[config.mk]
export PLATFORM = sky130hd
export DESIGN_NAME = matrix_rd_stream
export DESIGN_NICKNAME = d
export VERILOG_FILES = /design/src/rtl/matrix_rd_stream.sv
export SDC_FILE = /design/constraint.sdc
export NUM_CORES = 1
export LEC_CHECK = 0
export CAP_MARGIN = 0
export CORE_MARGIN = 3
export CORE_UTILIZATION = 35
export DETAILED_ROUTE_END_ITERATION = 8
export DONT_BUFFER_PORTS = 1
export GPL_TIMING_DRIVEN = 0
export PLACE_DENSITY = 0.52
export SLEW_MARGIN = 10
export SYNTH_ARGS = -nofsm -noshare
export SYNTH_HDL_FRONTEND = slang
export SYNTH_SLANG_ARGS = --single-unit
[constraint.sdc]
create_clock -name CLK -period 3.2 [get_ports CLK]
set_input_delay 0.16 -clock CLK [delete_from_list [all_inputs] [get_ports CLK]]
set_output_delay 0.16 -clock CLK [all_outputs]
set_load 0.01 [all_outputs]
[src/rtl/matrix_rd_stream.sv]
// Streaming reader for the matrix datapath. A command names a start word and a
// word count. Words are fetched through a combinational read port and passed
// out through a small valid/ready FIFO. The issue rate follows the room left
// in the FIFO, so back-pressure from the sink never drops or repeats a word.
//
// state | meaning
// ------+-------------------------------------------------------------
// IDLE  | no command; start with len!=0 latches a new command
// ISSUE | fetching words, one per cycle whenever the FIFO has room
// DRAIN | every word fetched; waiting for the sink to take the last one
module matrix_rd_stream #(
  parameter int OUT_DEPTH = 4
) (
  input  logic        CLK,
  input  logic        RST_L,
  input  logic        start,
  input  logic [19:0] start_addr,
  input  logic [20:0] len,
  output logic        busy,
  output logic        done,
  output logic [15:0] ram_sel,
  output logic [15:0] a,
  input  logic [31:0] mem_dout,
  output logic        out_valid,
  input  logic        out_ready,
  output logic [31:0] out_data,
  output logic        out_last
);

  localparam int PW = $clog2(OUT_DEPTH);
  localparam logic [PW:0] FULL_C = (PW+1)'(OUT_DEPTH);

  typedef enum logic [1:0] {IDLE, ISSUE, DRAIN} state_t;

  state_t        state_q, state_d;
  logic [19:0]   addr_q;
  logic [20:0]   cnt_q;
  logic [31:0]   fifo_data [OUT_DEPTH];
  logic          fifo_last [OUT_DEPTH];
  logic [PW-1:0] wr_ptr, rd_ptr;
  logic [PW:0]   occ;
  logic          accept, issue, pop, head_last, done_q;

  // A pop in the same cycle frees a slot, so a full FIFO can still take a word.
  assign pop       = out_valid & out_ready;
  assign out_valid = (occ != '0);
  assign issue     = (state_q == ISSUE) && ((occ != FULL_C) || pop);
  assign accept    = (state_q == IDLE) && start && (len != '0);
  assign head_last = fifo_last[rd_ptr];

  // The read port is driven only in issue cycles and held at zero otherwise.
  assign ram_sel  = issue ? (16'h0001 << addr_q[19:16]) : 16'h0000;
  assign a        = issue ? addr_q[15:0] : 16'h0000;
  // The head is gated so stale FIFO contents never show after reset.
  assign out_data = out_valid ? fifo_data[rd_ptr] : 32'h0;
  assign out_last = out_valid & head_last;
  assign busy     = (state_q != IDLE);
  assign done     = done_q;

  // State register.
  always_ff @(posedge CLK or negedge RST_L) begin
    if (!RST_L) state_q <= IDLE;
    else        state_q <= state_d;
  end

  // Next-state logic.
  always_comb begin
    state_d = state_q;
    case (state_q)
      IDLE:    if (accept) state_d = ISSUE;
      ISSUE:   if (issue && (cnt_q == 21'd1)) state_d = DRAIN;
      DRAIN:   if (pop && head_last) state_d = IDLE;
      default: state_d = IDLE;
    endcase
  end

  // Command address and remaining count; the address wraps at the top of the matrix.
  always_ff @(posedge CLK or negedge RST_L) begin
    if (!RST_L) begin
      addr_q <= '0;
      cnt_q  <= '0;
    end else if (accept) begin
      addr_q <= start_addr;
      cnt_q  <= len;
    end else if (issue) begin
      addr_q <= addr_q + 20'd1;
      cnt_q  <= cnt_q - 21'd1;
    end
  end

  // Done pulses for a zero-length command, and after the last word has been taken.
  always_ff @(posedge CLK or negedge RST_L) begin
    if (!RST_L) done_q <= 1'b0;
    else        done_q <= ((state_q == IDLE) && start && (len == '0)) ||
                          ((state_q == DRAIN) && pop && head_last);
  end

  // FIFO pointers and occupancy.
  always_ff @(posedge CLK or negedge RST_L) begin
    if (!RST_L) begin
      wr_ptr <= '0;
      rd_ptr <= '0;
      occ    <= '0;
    end else begin
      if (issue) wr_ptr <= wr_ptr + 1'b1;
      if (pop)   rd_ptr <= rd_ptr + 1'b1;
      case ({issue, pop})
        2'b10:   occ <= occ + 1'b1;
        2'b01:   occ <= occ - 1'b1;
        default: occ <= occ;
      endcase
    end
  end

  // FIFO storage; the read data is captured in the same cycle it is addressed.
  always_ff @(posedge CLK) begin
    if (issue) begin
      fifo_data[wr_ptr] <= mem_dout;
      fifo_last[wr_ptr] <= (cnt_q == 21'd1);
    end
  end

endmodule

==> flow_summary.ini <==
[critical_path]
reg2reg_depth = 9
timing.rr.end = occ[1]$_DFFE_PN0P_
crit_type = flop to flop
required_ns = 3.55
regToRegStartpoint = occ[1]$_DFFE_PN0P_
cp.arrival_ns = 3.22
rrSetupSlack_ns = 0.34
cp-end-kind = flop
cp-start-kind = flop
crit_fanout = 8
critPathLaunch = occ[1]$_DFFE_PN0P_

[pwr]
vdd_ir_drop_max_mv = 0.483
pwr-share-comb = 0.364
p_sw_uw = 3600
p_int_uw = 6000
clkPwrFrac = 0.224
p_leak_uw = 0.00347
pwr_density_cell_mw_per_mm2 = 949
seqPwrFrac = 0.411
swShare = 0.375
power.total_uw = 9610

[cts]
cts.sinks = 183
cts.path.max_buffers = 2
cts_made_buffers = 17
clk_latency_ns = 0.44
cts_root_buffer = clkbuf_16
clk_pin_slew_ns = 0.08
cts_tree = yes
cts.htree.levels = 4
cts_resized = 0

[yosys]
syn_nets = 685
synth_edf_count = 132
synth_compound_area_frac = 0.0673
yosys.area_share.simple = 0.144
syn_avg_cell_area_sq_um = 13.7
synth_area_leaders = edfxtp_1 (48%), dfrtp_1 (15%), mux4_2 (9.0%)
ys_seq_area_frac = 0.636
synth_top_area_share = 0.481
syn_area_sq_mm = 0.00824
netlist_instances = 600
synth_commonest_cells = edfxtp_1 (132), nand2_1 (55), dfrtp_1 (51)
synth-main-ff-cell = edfxtp_1
synth.distinct_cells = 51
synth_adder_area_share = 0.0131
yosysMostFrequentCell = edfxtp_1
ys_seq_elements = 183
yosysTopAreaCell = edfxtp_1
synth_top_family_by_area = simple AND/OR/NAND/NOR gates
async_reset_ff_frac = 0.279
ys_warn_count = 0
synth-xor-area-share = 0.0244
synth.area.mux_share = 0.0928

[global_route]
grt.total_usage = 0.158
overflow = 0
grt_pass1_wl_microns = 31500
grt_pass1_vias = 5601
grt_max_degree = 52
antenna_found_initial = 0

[place]
io_buffers = 0
gp_congestion = 0.868
dpl.hpwl_microns = 13500
dp_cells = 917
dpl_cell_area_sq_mm = 0.00872

[routing]
first_pass_iters = 5
vias_per_cell = 5.29
drt_wl_total_microns = 19900
drc = 0
drt_iter0_markers = 350
vias = 5412
antenna_left = 0
wl_per_cell_microns = 19.4

[min_path]
timing.hold.worst.start = start
hold_depth = 4
holdPathEnd = cnt_q[9]$_DFFE_PN0P_
hold_class = primary input to flop

[timing]
fin_crit_sh = 0.895
fin_worst_skew_ns = 0.0107
grt_setup_unrepaired = false
finalHoldViolations = 0
fmax_ghz = 0.349
final-setup-viol-count = 0
tightestPinTransition_ns = 1.13
maxSlewViolCount = 0
fin_tns_setup_ns = 0
min_period_ns = 2.86
relSlewSlack = 0.244

[layout]
layout-drive-gt1-share = 0.132
n_antenna_cell = 0
fin_area_sq_mm = 0.0101
final_cells = 1024
syn_to_final_growth_pct = 22.8
num-nets-final = 783
fillers = 2084

[die]
die_area_sq_mm = 0.0254
core_region_area_sq_mm = 0.0229
pin_count = 145
initial_utilization = 0.360
std_cell_rows = 55
chipWidth_microns = 159
die_h_microns = 159

[flow_run]
drv_cap = 0

[status]
run_status = complete, no violations
==> power by group through the flow <==
| stage | sequential (uW) | clock [uW] | combinational, uW |
|---|---|---|---|
| after floorplan | 3870 | 0 | 2580 |
| after global placement | 3980 | 0 | 3300 |
| after detailed placement | 4000 | 0 | 3450 |
| after CTS | 3950 | 2220 | 3570 |
| after global routing | 4050 | 2320 | 3840 |
| final | 3950 | 2160 | 3500 |
==> routing by layer <==
metal	vias to the layer above	wire, microns	global-route usage
met2	167	10200	0.271
met4	0	234	0.0505
met1	2740	8570	0.203
met3	20	915	0.0310
li1	2485	-	-
met5	-	0	0
==> critical path, stage by stage (launching register included) <==
cell and delay [ns]:
dfrtp_1 0.44, nor3_1 0.92, nor2b_1 0.11, clkbuf_1 0.24
nand2_1 0.14, fa_1 0.43, o21bai_1 0.17, a31oi_1 0.14
a21oi_1 0.09, a21oi_1 0.12
==> worst max path at each step <==
| stage | endpoint | slack, ns | cells after the start |
|---|---|---|---|
| floorplan | occ[1]$_DFFE_PN0P_ | 0.99 | 9 |
| global placement | fifo_data[1][21]$_DFFE_PP_ | 0.08 | 4 |
| detailed placement | occ[1]$_DFFE_PN0P_ | 0.29 | 9 |
| CTS | occ[1]$_DFFE_PN0P_ | 0.27 | 9 |
| global route | occ[1]$_DFFE_PN0P_ | 0.04 | 9 |
| finish | occ[1]$_DFFE_PN0P_ | 0.34 | 9 |
==> stage by stage <==
stage,utilization,worst slack [ns],hold WS [ns]
6_report,0.442,0.335,0.100
2_1_floorplan,-,0.992,-0.136
3_5_place_dp,0.380,0.292,-0.134
4_1_cts,0.442,0.269,0.0761
3_3_place_gp,0.377,0.0774,-0.134
5_1_grt,0.442,0.0439,0.137
==> final cells by class <==
cell class                      count  area (sq um)  share of cell area
Sequential cell                   183          5240               0.518
Clock inverter                     15           209              0.0206
Buffer                             35           148              0.0146
Multi-Input combinational cell    372          2820               0.279
Inverter                           10          37.5             0.00371
Clock buffer                       17           425              0.0420
Tap cell                          313           392              0.0387
Timing Repair Buffer               79           848              0.0838
==> cells in the final DEF, fill, tap and decap left out, types with 4 or more instances in the layout <==
| cell type | Yosys | layout |
|---|---|---|
| a21oi_1 | 12 | 12 |
| a221o_1 | 4 | 4 |
| a22oi_1 | 4 | 4 |
| a31oi_1 | 8 | 8 |
| and3_1 | 19 | 15 |
| and3_2 | 0 | 4 |
| buf_12 | 0 | 4 |
| buf_2 | 7 | 7 |
| clkbuf_1 | 25 | 25 |
| clkbuf_16 | 0 | 17 |
| clkinv_8 | 0 | 6 |
| dfrtp_1 | 51 | 51 |
| dlygate4sd3_1 | 0 | 74 |
| edfxtp_1 | 132 | 132 |
| ha_1 | 7 | 7 |
| inv_1 | 10 | 10 |
| inv_12 | 0 | 4 |
| mux4_2 | 33 | 33 |
| nand2_1 | 55 | 55 |
| nand2b_1 | 5 | 5 |
| nand3_1 | 11 | 11 |
| nand4_1 | 8 | 8 |
| nor2_1 | 34 | 34 |
| nor2b_1 | 35 | 35 |
| nor3_1 | 14 | 14 |
| nor4_1 | 16 | 16 |
| o211ai_1 | 4 | 4 |
| o21ai_0 | 32 | 32 |
| o311ai_0 | 8 | 8 |
| xnor2_1 | 16 | 16 |
| xor2_1 | 7 | 7 |
==> logic make-up (layout without fill, tap and decap cells) <==
kind of cell	Yosys count	after routing
adders and majority gates	8	8
DFF	183	183
buffers and inverters	45	156
muxes	35	35
xor gates and xnor gates	23	23
AOI/OAI and AO/OA	87	87
and+or+nand+nor	219	219
==> state kept, by name, summed over array words and instances (netlist names) <==
| register | cells |
|---|---|
| done | 1 |
| rd_ptr | 2 |
| wr_ptr | 2 |
| fifo_data | 128 |
| state_q | 2 |
| fifo_last | 4 |
| addr_q | 20 |
| cnt_q | 21 |
| occ | 3 |
==> what timing repair did <==
action | 4_1_cts | 5_1_grt
hold endpoints to repair | 220 | 0
hold buffers | 75 | 0
buffers inserted | 0 | 0
Power figures use the tool's default switching activity.
